`src/rtl/uart_pkg.sv`:
```
// Shared UART definitions: FSM state encoding, baud divider arithmetic,
// configuration legality check and the 3-sample majority voter.
package uart_pkg;

  typedef enum logic [2:0] {
    IDLE   = 3'd0,
    START  = 3'd1,
    DATA   = 3'd2,
    PARITY = 3'd3,
    STOP   = 3'd4
  } state_t;

  // Clocks per oversample tick.
  function automatic int tick_div(input int clk_freq, input int baud_rate, input int oversample);
    return clk_freq / (baud_rate * oversample);
  endfunction

  // True when the parameter set describes a buildable receiver/transmitter.
  function automatic bit cfg_ok(input int div, input int oversample, input int data_bits,
                                input int stop_bits, input int sync_stages);
    return (div >= 2) && (oversample >= 4) && ((oversample % 2) == 0) &&
           (data_bits >= 5) && (data_bits <= 9) &&
           ((stop_bits == 1) || (stop_bits == 2)) && (sync_stages >= 2);
  endfunction

  // Majority of three samples.
  function automatic logic majority3(input logic a, input logic b, input logic c);
    return (a & b) | (a & c) | (b & c);
  endfunction

endpackage

```
`src/rtl/uart_baud_tick.sv`:
```
// Oversample tick generator: one-clock pulse every DIV clocks, with a
// synchronous clear so the tick phase can be aligned to a frame start.
module uart_baud_tick #(
  parameter int DIV = 2
) (
  input  logic clk,
  input  logic rst,
  input  logic clear,
  output logic tick
);

  localparam int CW = (DIV > 1) ? $clog2(DIV) : 1;
  localparam logic [CW-1:0] LAST = CW'(DIV - 1);

  logic [CW-1:0] cnt;

  // Free-running divider, restarted from zero by clear.
  always_ff @(posedge clk or posedge rst) begin
    if (rst) begin
      cnt <= '0;
    end else if (clear) begin
      cnt <= '0;
    end else if (cnt == LAST) begin
      cnt <= '0;
    end else begin
      cnt <= cnt + CW'(1);
    end
  end

  assign tick = (cnt == LAST) && !clear;

endmodule

```
`src/rtl/uart_rx_os.sv`:
```
// Oversampling UART receiver: input synchroniser, 3-sample majority vote,
// configurable frame format, break/framing/parity detection and a
// valid/ready output register with overrun reporting.
module uart_rx_os
  import uart_pkg::*;
#(
  parameter int CLK_FREQ    = 50_000_000,
  parameter int BAUD_RATE   = 115200,
  parameter int OVERSAMPLE  = 16,
  parameter int DATA_BITS   = 8,
  parameter int PARITY_EN   = 0,
  parameter int PARITY_ODD  = 0,
  parameter int STOP_BITS   = 1,
  parameter int SYNC_STAGES = 2
) (
  input  logic                 clk,
  input  logic                 rst,
  input  logic                 rx_serial,
  output logic [DATA_BITS-1:0] rx_data,
  output logic                 rx_valid,
  input  logic                 rx_ready,
  output logic                 frame_err,
  output logic                 parity_err,
  output logic                 overrun_err,
  output logic                 break_det,
  output logic                 busy
);

  localparam int TICK_DIV = tick_div(CLK_FREQ, BAUD_RATE, OVERSAMPLE);
  localparam int TW = $clog2(OVERSAMPLE);
  localparam int BW = $clog2(DATA_BITS);
  localparam logic [TW-1:0] T_S0   = TW'(OVERSAMPLE / 2 - 1);
  localparam logic [TW-1:0] T_S1   = TW'(OVERSAMPLE / 2);
  localparam logic [TW-1:0] T_DEC  = TW'(OVERSAMPLE / 2 + 1);
  localparam logic [TW-1:0] T_LAST = TW'(OVERSAMPLE - 1);
  localparam logic [BW-1:0] B_LAST = BW'(DATA_BITS - 1);
  localparam logic [BW-1:0] S_LAST = BW'(STOP_BITS - 1);
  localparam logic PAR_EN  = (PARITY_EN != 0);
  localparam logic PAR_ODD = (PARITY_ODD != 0);

  if (!cfg_ok(TICK_DIV, OVERSAMPLE, DATA_BITS, STOP_BITS, SYNC_STAGES)) begin : g_cfg_err
    $error("uart_rx_os: illegal parameter set (TICK_DIV must be >= 2)");
  end

  state_t                 state, next_state;
  logic [SYNC_STAGES-1:0] sync;
  logic                   sample, sample_prev;
  logic                   tick, start_edge, tick_run, at_dec, at_last, bit_val, state_chg;
  logic [TW-1:0]          tick_cnt;
  logic [BW-1:0]          bit_cnt;
  logic                   vote0, vote1;
  logic [DATA_BITS-1:0]   shifter;
  logic                   par_bit, any_one, stop_bad, stop_first;
  logic                   frame_end, is_break, any_stop0, par_mis, good;

  // Metastability synchroniser and one-sample history for edge detection.
  always_ff @(posedge clk or posedge rst) begin
    if (rst) begin
      sync        <= '1;
      sample_prev <= 1'b1;
    end else begin
      sync        <= {sync[SYNC_STAGES-2:0], rx_serial};
      sample_prev <= sample;
    end
  end

  assign sample     = sync[SYNC_STAGES-1];
  assign start_edge = (state == IDLE) && !sample && sample_prev;

  uart_baud_tick #(.DIV(TICK_DIV)) u_tick (
    .clk   (clk),
    .rst   (rst),
    .clear (start_edge),
    .tick  (tick)
  );

  assign tick_run  = tick && (state != IDLE);
  assign at_dec    = tick_run && (tick_cnt == T_DEC);
  assign at_last   = tick_run && (tick_cnt == T_LAST);
  assign bit_val   = majority3(vote0, vote1, sample);
  assign state_chg = (next_state != state);
  assign busy      = (state != IDLE);

  // FSM state register.
  always_ff @(posedge clk or posedge rst) begin
    if (rst) begin
      state <= IDLE;
    end else begin
      state <= next_state;
    end
  end

  // Next-state logic; the frame ends at the last stop bit's decision tick.
  always_comb begin
    next_state = state;
    frame_end  = 1'b0;
    case (state)
      IDLE: begin
        if (start_edge) next_state = START;
        else            next_state = IDLE;
      end
      START: begin
        if (at_dec && bit_val) next_state = IDLE;
        else if (at_last)      next_state = DATA;
        else                   next_state = START;
      end
      DATA: begin
        if (at_last && (bit_cnt == B_LAST)) next_state = PAR_EN ? PARITY : STOP;
        else                                next_state = DATA;
      end
      PARITY: begin
        if (at_last) next_state = STOP;
        else         next_state = PARITY;
      end
      STOP: begin
        if (at_dec && (bit_cnt == S_LAST)) begin
          next_state = IDLE;
          frame_end  = 1'b1;
        end else begin
          next_state = STOP;
        end
      end
      default: next_state = IDLE;
    endcase
  end

  // Bit timing counters, vote samples and frame accumulation.
  always_ff @(posedge clk or posedge rst) begin
    if (rst) begin
      tick_cnt   <= '0;
      bit_cnt    <= '0;
      vote0      <= 1'b1;
      vote1      <= 1'b1;
      shifter    <= '0;
      par_bit    <= 1'b0;
      any_one    <= 1'b0;
      stop_bad   <= 1'b0;
      stop_first <= 1'b1;
    end else begin
      if (state_chg) begin
        tick_cnt <= '0;
        bit_cnt  <= '0;
      end else if (at_last) begin
        tick_cnt <= '0;
        bit_cnt  <= bit_cnt + BW'(1);
      end else if (tick_run) begin
        tick_cnt <= tick_cnt + TW'(1);
      end
      if (tick_run && (tick_cnt == T_S0)) vote0 <= sample;
      if (tick_run && (tick_cnt == T_S1)) vote1 <= sample;
      if (start_edge) begin
        any_one  <= 1'b0;
        stop_bad <= 1'b0;
      end else if (at_dec) begin
        case (state)
          DATA: begin
            shifter <= {bit_val, shifter[DATA_BITS-1:1]};
            any_one <= any_one | bit_val;
          end
          PARITY: begin
            par_bit <= bit_val;
            any_one <= any_one | bit_val;
          end
          STOP: begin
            if (bit_cnt == '0) stop_first <= bit_val;
            stop_bad <= stop_bad | !bit_val;
          end
          default: ;
        endcase
      end
    end
  end

  // Frame classification at the final decision (priority: break, stop, parity).
  assign is_break  = !any_one && !((bit_cnt == '0) ? bit_val : stop_first);
  assign any_stop0 = stop_bad | !bit_val;
  assign par_mis   = PAR_EN && (par_bit != ((^shifter) ^ PAR_ODD));
  assign good      = frame_end && !is_break && !any_stop0 && !par_mis;

  // Output register and one-clock status pulses.
  always_ff @(posedge clk or posedge rst) begin
    if (rst) begin
      rx_data     <= '0;
      rx_valid    <= 1'b0;
      frame_err   <= 1'b0;
      parity_err  <= 1'b0;
      overrun_err <= 1'b0;
      break_det   <= 1'b0;
    end else begin
      break_det   <= frame_end && is_break;
      frame_err   <= frame_end && !is_break && any_stop0;
      parity_err  <= frame_end && !is_break && !any_stop0 && par_mis;
      overrun_err <= good && rx_valid && !rx_ready;
      if (good && (!rx_valid || rx_ready)) begin
        rx_data  <= shifter;
        rx_valid <= 1'b1;
      end else if (rx_valid && rx_ready) begin
        rx_valid <= 1'b0;
      end else begin
        rx_valid <= rx_valid;
      end
    end
  end

endmodule

```
`config.mk`:
```
export PLATFORM = sky130hd
export DESIGN_NAME = uart_rx_os
export DESIGN_NICKNAME = d
export VERILOG_FILES = /design/src/rtl/uart_pkg.sv /design/src/rtl/uart_baud_tick.sv /design/src/rtl/uart_rx_os.sv
export SDC_FILE = /design/constraint.sdc
export NUM_CORES = 1
export LEC_CHECK = 0
export BUFFER_PORTS_ARGS = -buffer_cell sky130_fd_sc_hd__buf_2
export CORE_ASPECT_RATIO = 1.4
export CORE_UTILIZATION = 35
export DETAILED_ROUTE_END_ITERATION = 10
export SLEW_MARGIN = 10
export SYNTH_ARGS = -nofsm -noshare
export SYNTH_HDL_FRONTEND = slang
export SYNTH_SLANG_ARGS = --single-unit
```
`constraint.sdc`:
```
create_clock -name clk -period 2 [get_ports clk]
set_input_delay 0.6 -clock clk [delete_from_list [all_inputs] [get_ports clk]]
set_output_delay 0.6 -clock clk [all_outputs]
set_load 0.05 [all_outputs]
```
; ---- After elaboration in Yosys (flattened, before gate mapping)
; Index checks and enable logic that the tools add are counted.
[totals]
output_inout_bits = 14
word_cells = 108
in_bits = 4
memories = 0
reg_bits = 43
rom_bits = 0
ramBits = 0
latchBits = 0
[classes]
n_eq_ne = 11
order_cmp = 0
add_sub_neg = 3
n_shift = 0
n_mul = 0
bitwise_logic = 8
n_div = 0
n_mux = 25
reduce_logical = 44
[ops]
columns = op, count
row1 = $logic_and 1x1->1, 20
row2 = $mux 3, 5
row3 = $pmux 3 s5, 1
row4 = $eq 4x4->1 const B, 3
row5 = $mux 1, 12
row6 = $mux 4, 3
row7 = $mux 5, 2
row8 = $reduce_bool 2->1, 5
row9 = $logic_not 1->1, 9
row10 = $eq 3x2->1 const B, 2
row11 = $eq 3x3->1 const B, 2
row12 = $logic_not 3->1, 2
row13 = $reduce_and 3->1, 2
row14 = $reduce_bool 3->1, 2
row15 = $add 5x1->5 const B, 1
row16 = $eq 5x5->1 const B, 1
row17 = $add 4x1->4 const B, 1
row18 = $eq 4x3->1 const B, 1
row19 = $mux 2, 2
row20 = $or 1x1->1, 4
row21 = $reduce_and 2->1, 2
row22 = $add 3x1->3 const B, 1
row23 = $and 1x1->1, 3
row24 = $eq 3x1->1 const B, 1
row25 = 4 further kinds, 4

; ---- Logic depth before layout (Yosys ltp)
; Gate-level depths: netlist of the first run.
[depth]
depth_word = 14
mapped_depth = 8
mapped_depth_nobuf = 6

; ---- By module
; A second synthesis of the first run with hierarchy kept.
[hier_totals]
hier_cells = 167
hier_area_um2 = 2020.7
[by_module_without_submodules]
columns = mod, area_per_inst_um2, n_inst, cells_each
row1 = uart_rx_os, 1741.7, 1, 143
row2 = uart_baud_tick, 279.0, 1, 24

; ---- Worst setup path before layout of the first run
; No wires, ideal clock.
[synth_path]
path_kind = register to register
startpoint = register u_tick.cnt[0]
endpoint = register rx_data[0]
path_slack_ns = 0.036
path_stages_with_launch = 8
period_less_slack_ns = 1.964
n_path_buf = 1
required_time_ns = 1.875
t_arrival_ns = 1.839
path_cell_list = dfrtp_1 > inv_1 > ha_1 > and4b_1 > buf_2 > nand3_1 > nor4b_4 > mux2_2
[synth_between]
elab_chain_len = 10
[synth_rtl]
columns = element, line_no
row1 = from (decl), uart_baud_tick.sv:15  ; logic [CW-1:0] cnt;
row2 = from (signal assigned), uart_baud_tick.sv:26  ; cnt <= cnt + CW'(1);
row3 = $eq 5x5->1, uart_baud_tick.sv:30  ; assign tick = (cnt == LAST) && !clear;
row4 = $logic_and 1x1->1, uart_baud_tick.sv:30
row5 = $logic_and 1x1->1, uart_rx_os.sv:77  ; assign tick_run = tick && (state != IDLE);
row6 = $logic_and 1x1->1, uart_rx_os.sv:78  ; assign at_dec = tick_run && (tick_cnt == T_DEC);
row7 = $logic_and 1x1->1, uart_rx_os.sv:116  ; if (at_dec && (bit_cnt == S_LAST)) begin
row8 = $mux 1, uart_rx_os.sv:116
row9 = $mux 1, uart_rx_os.sv:97  ; case (state)
row10 = $logic_and 1x1->1 (2 in a row), n/a
row11 = $logic_and 1x1->1, uart_rx_os.sv:194  ; if (good && (!rx_valid || rx_ready)) begin
row12 = to (signal assigned), uart_rx_os.sv:195  ; rx_data <= shifter;
row13 = to (decl), uart_rx_os.sv:19  ; output logic [DATA_BITS-1:0] rx_data,
; Every way passes these cells.
; A chain may end at the register's enable or synchronous reset.

; ---- Worst setup path in the final report of the first run
[layout_path]
startpoint = register state[0]
endpoint = output port busy
[layout_between]
elab_chain_len = 1
[layout_rtl]
columns = element, line_no
row1 = from (decl), uart_rx_os.sv:45  ; state_t state, next_state;
row2 = from (signal assigned), uart_rx_os.sv:89  ; state <= next_state;
row3 = $reduce_bool 3->1, uart_rx_os.sv:82  ; assign busy = (state != IDLE);
row4 = to (decl), uart_rx_os.sv:26  ; output logic busy
; Every way passes these cells.

==> results.py, run 1 <==
metrics = {
    "yosys": {
        "syn-cell-area_sq_mm": 0.00193,
        "synth_top_area_cell": "dfrtp_1",
        "synth_edf_count": 0,
        "avgSynthCellArea_sq_um": 11.9,
        "syn_nets": 175,
        "netlist_instances": 163,
        "seq_area_frac_synth": 0.547,
        "synth_warnings": 0,
        "synthArstFlopShare": 1.00,
        "synthMostInstantiatedCell": "dfrtp_1",
        "synth.top_cell.area_share": 0.479,
        "synth_seq_cells": 42,
        "ys_top_cells_by_count": "dfrtp_1, mux2_2, nor2_1",
        "ys.flop_type": "dfrtp_1",
        "yosys-top-cells-area": "dfrtp_1, mux2_2, dfstp_2",
        "netlist-cell-type-count": 42,
    },
    "clock_network": {
        "cts-root-buf": "clkbuf_8",
        "clockBufferDepth": 2,
        "cts_buffers": 5,
        "insertion_delay_ns": 0.29,
        "tritoncts": "yes",
        "postCtsSetupBuffers": 0,
        "cts_num_sinks": 42,
        "htree_num_levels": 2,
        "path_clk_slew_ns": 0.08,
    },
    "die": {
        "start_util": 0.369,
        "die_y_um": 90.0,
        "dieArea_sq_mm": 0.00583,
        "placementRows": 31,
        "core_sq_mm": 0.00524,
        "dieWidth_um": 64.8,
        "ios": 18,
    },
    "grt": {
        "grt.total_usage": 0.140,
        "grt_pass1_vias": 1386,
        "antenna_found_initial": 0,
        "met1_usage": 0.174,
        "overflow": 0,
        "grt_pass1_wl_um": 6430,
        "use_met3": 0.0266,
        "grt_max_degree": 21,
        "met2_usage": 0.237,
        "busiest_layer": "met2",
    },
    "timing": {
        "fin_tns_setup_ns": 0,
        "period_minus_slack_ns": 1.91,
        "maxSlewViolCount": 0,
        "hold_viol": 0,
        "skew_ns": 0.00554,
        "setup_ws_ns": 0.0928,
        "holdWs_ns": 0.283,
        "setup_viol": 0,
        "finalCritPeriodShare": 0.954,
        "grt_setup_unrepaired": "true",
        "fmax_mhz": 524,
    },
    "place": {
        "place_area_sq_mm": 0.00218,
        "dpl.cell_count": 255,
        "gp_congestion": 0.816,
        "port-buffer-count": 16,
        "post-place-ws_ns": 0.0775,
        "dpl.hpwl_um": 2670,
    },
    "run_status": {
        "status": "complete, no violations",
    },
    "cells_and_area": {
        "final_util": 0.439,
        "area_delta_synth_final_pct": 18.9,
        "drive_gt1_frac": 0.355,
        "nets": 208,
        "diodes": 0,
        "final_area_sq_mm": 0.00230,
        "fin_cells": 263,
    },
    "worst_setup_path": {
        "path_cells": "nor3_2 -> inv_1 -> buf_2",
        "crit_cells": 3,
        "reg2reg_to": "rx_data[5]$_DFFE_PP0P_",
        "max_stage_delay_ns": 0.45,
        "critPathSlowestCell": "dfrtp_2",
        "reg2reg_slack_ns": 0.13,
        "startpoint_type": "flip-flop",
        "path_max_fanout": 8,
        "path_delay_family": "flip-flops",
        "end_kind": "output port",
        "crit_required_ns": 1.40,
        "crit_arrival_ns": 1.31,
        "path_buf_inv": 2,
        "rr_startpoint": "tick_cnt[1]$_DFFE_PP0P_",
        "critPathCapture": "busy",
        "critical_path_class": "reg -> out",
        "reg2reg_depth": 7,
        "crit_start": "state[0]$_DFF_PP0_",
    },
    "drt": {
        "drc": 0,
        "detail_route.iter0.violations": 38,
        "via_count": 1308,
        "ant_nets": 0,
        "routedWlPerCell_um": 13.5,
        "first_pass_iters": 3,
        "routed_wl_um": 3550,
        "vias_per_cell": 4.97,
    },
    "min_path": {
        "holdCritPathClass": "in -> async",
    },
    "power_and_ir_drop": {
        "power_leakage_nw": 1.11,
        "power_density_mw_per_mm2": 790,
        "max-vdd-ir-drop_mv": 0.320,
        "power_mw": 1.82,
    },
    "flow_run": {
        "drv_cap": 0,
    },
}
## kinds of logic (layout without fill, tap and decap cells)
| kind of cell | Yosys count | count (layout) | synth area share |
|---|---|---|---|
| compound gates | 18 | 18 | 0.0602 |
| xor+xnor | 5 | 5 | 0.0226 |
| fa+ha+maj | 9 | 9 | 0.0569 |
| buf+inv | 14 | 48 | 0.0310 |
| flops | 42 | 42 | 0.547 |
| mux | 20 | 20 | 0.115 |
| other cells | 1 | 1 | 0.00194 |
| simple gates | 54 | 54 | 0.166 |
## metal layers
metal / vias to the layer above / routed length [um]
met1: 645 / 1590
met2: 19 / 1800
met3: 7 / 108
met5: - / 0
met4: 0 / 59
li1: 637 / -
## report_power, final
part | internal (mW) | total, mW | switching, mW
logic | 0.119 | 0.266 | 0.147
registers | 0.918 | 0.984 | 0.0659
clock network | 0.277 | 0.567 | 0.289
## area by class of cell
type | instances | area [sq um]
clock inverter | 2 | 12.5
fill | 505 | 2940
clock buffer | 6 | 82.6
timing repair buffer | 31 | 196
multi-input combinational | 107 | 832
tap | 66 | 82.6
sequential | 42 | 1060
inverter | 9 | 33.8
## state kept, by name, summed over array words and instances (netlist names), 2 cells and up
name	flops
rx_data	8
tick_cnt	4
bit_cnt	3
sync	2
shifter	8
state	3
u_tick.cnt	5
## worst min-delay path by stage
stage	from	end	slack (ns)	cells past startpoint
global route	rst	frame_err$_DFF_PP0_	0.31	2
finish	rst	any_one$_DFFE_PP0P_	0.28	2
CTS	rst	break_det$_DFF_PP0_	0.29	2
global placement	sync[0]$_DFF_PP1_	sync[1]$_DFF_PP1_	0.35	0
floorplan	sync[0]$_DFF_PP1_	sync[1]$_DFF_PP1_	0.35	0
detailed placement	sync[0]$_DFF_PP1_	sync[1]$_DFF_PP1_	0.35	0
## cells in the final DEF (no fill, tap or decap), types with 3 or more instances in the layout
cell type	netlist	routed
nand3_1	5	4
dfrtp_1	37	35
a21oi_1	7	7
xor2_1	3	3
dfstp_2	5	5
nor2_1	11	11
buf_2	2	16
nor3_1	9	8
clkbuf_8	0	6
o21ai_0	3	3
inv_1	8	8
buf_4	1	14
nand2b_1	3	3
nand2_1	6	6
mux2_2	18	18
ha_1	8	8
## repair_timing
| item | in CTS | in global routing |
|---|---|---|
| hold buffers | 0 | 0 |
| resized for setup | 1 | 5 |
| gates cloned | 0 | 0 |
| setup endpoints to repair | 1 | 16 |
(Power assumes the default switching activity.)
==> inputs of run 2 (changes only) <==
--- a/config.mk
+++ b/config.mk
@@ -5,6 +5,7 @@
 export SDC_FILE = /design/constraint.sdc
 export NUM_CORES = 1
 export LEC_CHECK = 0
+export ABC_AREA = 1
 export BUFFER_PORTS_ARGS = -buffer_cell sky130_fd_sc_hd__buf_2
 export CORE_ASPECT_RATIO = 1.4
 export CORE_UTILIZATION = 35
==> run 2 against run 1 <==
Compared with the run above: combinational power increased by 11%; register-to-register slack improved by 0.06 ns; sequential power increased by 4%; global-route usage decreased by 0.51 points; routed wire length increased by 0.25%; largest cell class unchanged; flip-flop and latch count increased by 1; area after synthesis increased by 6.4%; clock skew decreased by 0.0016 ns; design area increased by 4.4%; cell count increased by 19%; first-iteration DRC count increased by 21%; critical path type is now reg -> reg.
==> results.py, run 2 <==
metrics = {
    "run_status": {
        "status": "complete, no violations",
    },
    "grt": {
        "overflow": 0,
        "grt.total_usage": 0.135,
        "grt_max_degree": 44,
        "grt_pass1_wl_um": 6330,
        "grt_pass1_vias": 1473,
        "antenna_found_initial": 0,
    },
    "yosys": {
        "netlist-cell-type-count": 32,
        "syn_nets": 228,
        "avgSynthCellArea_sq_um": 9.53,
        "seq_area_frac_synth": 0.526,
        "synth_seq_cells": 43,
        "synth_top_area_cell": "dfrtp_1",
        "syn-cell-area_sq_mm": 0.00206,
        "yosys-top-cells-area": "dfrtp_1, nand2_1, dfstp_2",
        "synth_warnings": 0,
        "netlist_instances": 216,
        "ys.flop_type": "dfrtp_1",
        "synth.top_cell.area_share": 0.450,
        "synth_edf_count": 0,
        "synthArstFlopShare": 1.00,
        "synthMostInstantiatedCell": "nand2_1",
        "ys_top_cells_by_count": "nand2_1, dfrtp_1, nor2_1",
    },
    "die": {
        "die_y_um": 92.7,
        "ios": 18,
        "dieArea_sq_mm": 0.00620,
        "start_util": 0.367,
        "placementRows": 32,
        "dieWidth_um": 66.8,
        "core_sq_mm": 0.00561,
    },
    "power_and_ir_drop": {
        "power_density_mw_per_mm2": 802,
        "max-vdd-ir-drop_mv": 0.340,
        "power_mw": 1.93,
        "power_leakage_nw": 1.21,
    },
    "worst_setup_path": {
        "path_delay_family": "simple AND/OR/NAND/NOR gates",
        "path_max_fanout": 10,
        "critPathSlowestCell": "dfstp_2",
        "max_stage_delay_ns": 0.54,
        "crit_required_ns": 2.19,
        "path_cells": "inv_1 -> a21oi_1 -> nand2_1 -> o21ai_0 -> nor2_1 -> nor2_8 -> nand3_4 -> nand2_1 -> nand2_1",
        "startpoint_type": "flip-flop",
        "cp_common_cell": "nand2_1",
        "critical_path_class": "reg -> reg",
        "crit_arrival_ns": 2.00,
        "end_kind": "flip-flop",
        "path_buf_inv": 1,
    },
    "timing": {
        "hold_viol": 0,
        "skew_ns": 0.00391,
        "period_minus_slack_ns": 1.81,
        "fin_tns_setup_ns": 0,
        "holdWs_ns": 0.316,
        "fmax_mhz": 553,
        "maxSlewViolCount": 0,
        "grt_setup_unrepaired": "false",
        "setup_viol": 0,
        "finalCritPeriodShare": 0.904,
        "setup_ws_ns": 0.191,
    },
    "drt": {
        "ant_nets": 0,
        "vias_per_cell": 4.81,
        "routed_wl_um": 3560,
        "routedWlPerCell_um": 11.4,
        "via_count": 1502,
        "first_pass_iters": 4,
        "drc": 0,
        "detail_route.iter0.violations": 46,
    },
    "flow_run": {
        "drv_cap": 0,
    },
    "cells_and_area": {
        "final_util": 0.428,
        "drive_gt1_frac": 0.262,
        "top_regs": "rx_data x8, shifter x8, u_tick.cnt x5",
        "diodes": 0,
        "nets": 255,
        "mostFrequentLayoutCells": "nand2_1, dfrtp_1, nor2_1",
        "layout_commonest_cell": "nand2_1",
        "area_delta_synth_final_pct": 16.7,
    },
    "place": {
        "dpl.hpwl_um": 2610,
        "post-place-ws_ns": 0.123,
        "gp_congestion": 0.785,
        "port-buffer-count": 16,
    },
    "clock_network": {
        "cts_buffers": 5,
        "ctsHoldBuffers": 0,
        "clockBufferDepth": 2,
        "cts_num_sinks": 43,
        "htree_num_levels": 2,
        "tritoncts": "yes",
        "cts-root-buf": "clkbuf_8",
        "path_clk_slew_ns": 0.08,
        "insertion_delay_ns": 0.30,
    },
    "min_path": {
        "holdCritPathClass": "in -> async",
    },
}
## run 2: changes by cell type in the layout (fill, tap and decap cells not counted), moves of 4 or more
| cell | before | now |
|---|---|---|
| nor3_1 | 8 | 4 |
| buf_4 | 14 | 7 |
| nand3_1 | 4 | 9 |
| mux2_2 | 18 | 7 |
| nand4_1 | 0 | 14 |
| inv_1 | 8 | 20 |
| nand2_1 | 6 | 42 |
| o21ai_0 | 3 | 8 |
| nor2_1 | 11 | 24 |
## run 2: what timing repair did
action,4_1_cts,5_1_grt
endpoints found under the setup margin,0,12
buffers inserted,0,2
resized for setup,0,5
## run 2: routing by layer
layer,GRT usage,vias up,routed length [um]
met2,0.241,28,1860
met4,0.0691,0,78
li1,-,755,-
met1,0.142,712,1510
met5,0,-,0
met3,0.0333,7,106
## run 2: per-stage QoR
step | cell area [sq um] | instances
final | 2400 | 312
after global routing | 2400 | 312
after CTS | 2360 | 310
after detailed placement | 2260 | 302
after global placement | 2260 | 302
after floorplan | 2060 | 216
## run 2: cell type report
type | count | area (sq um)
multi-input cells | 145 | 886
clock buffers | 7 | 96.3
clock inverters | 1 | 7.51
inverters | 24 | 90.1
repair buffers | 24 | 153
flip-flops and latches | 43 | 1080
well taps | 68 | 85.1
fillers | 585 | 3200
## run 2: cell families after synthesis
logic type	count (synthesis)	share of synthesized area
adders and majority gates	8	0.0486
buffers and inverters	28	0.0535
AOI/OAI and AO/OA	17	0.0474
DFF	43	0.526
and+or+nand+nor	108	0.267
muxes	7	0.0383
other	1	0.00182
xor gates and xnor gates	4	0.0170
## run 2: power breakdown
part | internal [mW] | leakage [nW] | switching, mW
clock network | 0.314 | 0.0505 | 0.297
registers | 0.943 | 0.566 | 0.0785
logic | 0.116 | 0.589 | 0.178
total | 1.37 | 1.21 | 0.554
## run 2: worst paths after layout
check	cells after the start	slack, ns	endpoint	from
max	9	0.19	rx_data[0]$_DFFE_PP0P_	sync[1]$_DFF_PP1_
min	3	0.32	rx_data[5]$_DFFE_PP0P_	rst
max reg2reg	9	0.19	rx_data[0]$_DFFE_PP0P_	sync[1]$_DFF_PP1_
min reg2reg	0	0.36	sync[1]$_DFF_PP1_	sync[0]$_DFF_PP1_
max in group asynchronous	3	1.41	sample_prev$_DFF_PP1_	rst
min in group clk	0	0.36	sync[1]$_DFF_PP1_	sync[0]$_DFF_PP1_
## run 2: worst min-delay path, cell delays in order
cell,delay [ns]
buf_2,0.10
clkinv_1,0.06
buf_12,0.22
==> inputs of run 3 (changes only) <==
--- a/config.mk
+++ b/config.mk
@@ -5,7 +5,6 @@
 export SDC_FILE = /design/constraint.sdc
 export NUM_CORES = 1
 export LEC_CHECK = 0
-export ABC_AREA = 1
 export BUFFER_PORTS_ARGS = -buffer_cell sky130_fd_sc_hd__buf_2
 export CORE_ASPECT_RATIO = 1.4
 export CORE_UTILIZATION = 35
==> constraint.sdc (replaced) <==
create_clock -name clk -period 2.3 [get_ports clk]
set_input_delay 0.69 -clock clk [delete_from_list [all_inputs] [get_ports clk]]
set_output_delay 0.69 -clock clk [all_outputs]
set_load 0.05 [all_outputs]
==> run 3 against run 2 <==
Compared with the run above: cell count down 18%; highest routed layer unchanged; via count decreased by 15%; worst setup slack gained 0.027 ns; global-route usage fell by 0.37 points; flip-flop and latch count down 1.
==> results.py, run 3 (synthesized netlist as in run 1, its figures left out) <==
metrics = {
    "run_status": {
        "status": "complete, no violations",
    },
    "cells_and_area": {
        "diodes": 0,
        "final_area_sq_mm": 0.00223,
        "top_regs": "rx_data x8, shifter x8, u_tick.cnt x5",
        "mostFrequentLayoutCells": "dfrtp_1, mux2_2, buf_2",
        "area_delta_synth_final_pct": 15.5,
        "layout_commonest_cell": "dfrtp_1",
        "drive_gt1_frac": 0.309,
        "nets": 202,
        "fillers": 507,
        "final_util": 0.427,
    },
    "clock_network": {
        "cts-root-buf": "clkbuf_8",
        "cts_num_sinks": 42,
        "tritoncts": "yes",
        "clockBufferDepth": 2,
        "ctsHoldBuffers": 0,
        "cts_buffers": 5,
        "cts_resized": 0,
        "postCtsSetupBuffers": 0,
        "htree_num_levels": 2,
        "path_clk_slew_ns": 0.08,
        "insertion_delay_ns": 0.29,
    },
    "worst_setup_path": {
        "crit_arrival_ns": 2.26,
        "max_stage_delay_ns": 0.41,
        "path_cells": "inv_1 -> ha_1 -> and4b_1 -> nand3_1 -> nor4b_4 -> buf_4 -> mux2_2",
        "critical_path_class": "reg -> reg",
        "path_delay_family": "simple AND/OR/NAND/NOR gates",
        "end_kind": "flip-flop",
        "path_buf_inv": 2,
        "crit_cells": 7,
        "crit_required_ns": 2.48,
        "startpoint_type": "flip-flop",
        "critPathSlowestCell": "dfrtp_1",
        "reg2reg_depth": 7,
        "path_max_fanout": 8,
    },
    "place": {
        "gp_congestion": 0.812,
        "place_area_sq_mm": 0.00214,
        "dpl.hpwl_um": 2520,
        "port-buffer-count": 16,
    },
    "drt": {
        "first_pass_iters": 4,
        "routedWlPerCell_um": 13.4,
        "drc": 0,
        "vias_per_cell": 4.99,
        "routed_wl_um": 3440,
        "detail_route.iter0.violations": 65,
        "ant_nets": 0,
        "via_count": 1283,
    },
    "power_and_ir_drop": {
        "p_seq_frac": 0.550,
        "power.internal_mw": 1.13,
        "max-vdd-ir-drop_mv": 0.345,
        "switchingPower_mw": 0.429,
        "p_clk_frac": 0.318,
        "power_density_mw_per_mm2": 697,
        "sw_frac_of_total": 0.276,
        "combPwrFrac": 0.132,
        "power_mw": 1.56,
        "power_leakage_nw": 1.08,
    },
    "timing": {
        "worst_pin_slew_ns": 0.616,
        "setup_viol": 0,
        "fin_tns_setup_ns": 0,
        "slew-limit-headroom": 0.589,
        "grt_setup_unrepaired": "false",
        "skew_ns": 0.00595,
        "finalCritPeriodShare": 0.905,
        "maxSlewViolCount": 0,
        "hold_viol": 0,
        "fmax_mhz": 480,
        "period_minus_slack_ns": 2.08,
    },
    "min_path": {
        "hold_depth": 0,
        "holdCritPathClass": "reg -> reg",
    },
    "die": {
        "dieArea_sq_mm": 0.00583,
        "start_util": 0.369,
        "placementRows": 31,
        "die_y_um": 90.0,
        "dieWidth_um": 64.8,
        "core_sq_mm": 0.00524,
        "ios": 18,
    },
    "flow_run": {
        "drv_cap": 0,
    },
    "grt": {
        "busiest_layer": "met2",
        "met2_usage": 0.209,
        "overflow": 0,
        "met1_usage": 0.160,
        "use_met3": 0.0381,
        "grt.total_usage": 0.131,
        "grt_max_degree": 43,
        "antenna_found_initial": 0,
        "grt_pass1_wl_um": 5870,
        "grt_pass1_vias": 1269,
    },
}
-- run 3: cell count changes in the layout (fill, tap and decap cells not counted), moves of 3 or more --
cell / previous run / this run
inv_1: 20 / 8
mux2_2: 7 / 18
nand2_1: 42 / 6
nand2_2: 3 / 0
nand2b_1: 0 / 3
nand3_1: 9 / 5
nand3_2: 3 / 0
nand4_1: 14 / 0
nor2_1: 24 / 11
nor3_1: 4 / 9
o21ai_0: 8 / 3
or3_1: 0 / 3
-- run 3: routing by layer --
layer,part of all wire,vias to the layer above
met5,0,-
met4,0.029,0
met3,0.035,10
met2,0.50,28
met1,0.44,618
li1,-,627
-- run 3: cell type report --
cell class / instances / area (sq um) / area share
clock buffers: 6 / 82.6 / 0.0370
inverters: 9 / 33.8 / 0.0151
multi-input cells: 107 / 817 / 0.366
repair buffers: 25 / 148 / 0.0661
well taps: 66 / 82.6 / 0.0370
flip-flops and latches: 42 / 1060 / 0.473
clock inverters: 2 / 12.5 / 0.00560
-- run 3: path summary, 6_finish.rpt --
kind,startpoint,to,slack [ns]
worst max register to register,u_tick.cnt[0]$_DFF_PP0_,rx_data[3]$_DFFE_PP0P_,0.22
worst max-delay path,u_tick.cnt[0]$_DFF_PP0_,rx_data[3]$_DFFE_PP0P_,0.22
worst min register to register,sync[0]$_DFF_PP1_,sync[1]$_DFF_PP1_,0.36
min in group asynchronous,rst,rx_valid$_DFFE_PP0P_,0.51
max in group asynchronous,rst,sample_prev$_DFF_PP1_,1.42
worst min-delay path,sync[0]$_DFF_PP1_,sync[1]$_DFF_PP1_,0.36
-- run 3: power by group through the flow --
stage	clock, mW	combinational (mW)	sequential (mW)
2_1_floorplan	0	0.162	0.857
3_3_place_gp	0	0.206	0.870
3_5_place_dp	0	0.210	0.869
4_1_cts	0.512	0.210	0.857
5_1_grt	0.548	0.242	0.867
6_report	0.494	0.206	0.856
-- run 3: through the flow --
stage	instances	setup WS (ns)	hold WS [ns]
global route	257	0.0999	0.362
global placement	249	0.247	0.346
floorplan	163	0.336	0.345
CTS	257	0.199	0.359
finish	257	0.218	0.357
detailed placement	249	0.210	0.347
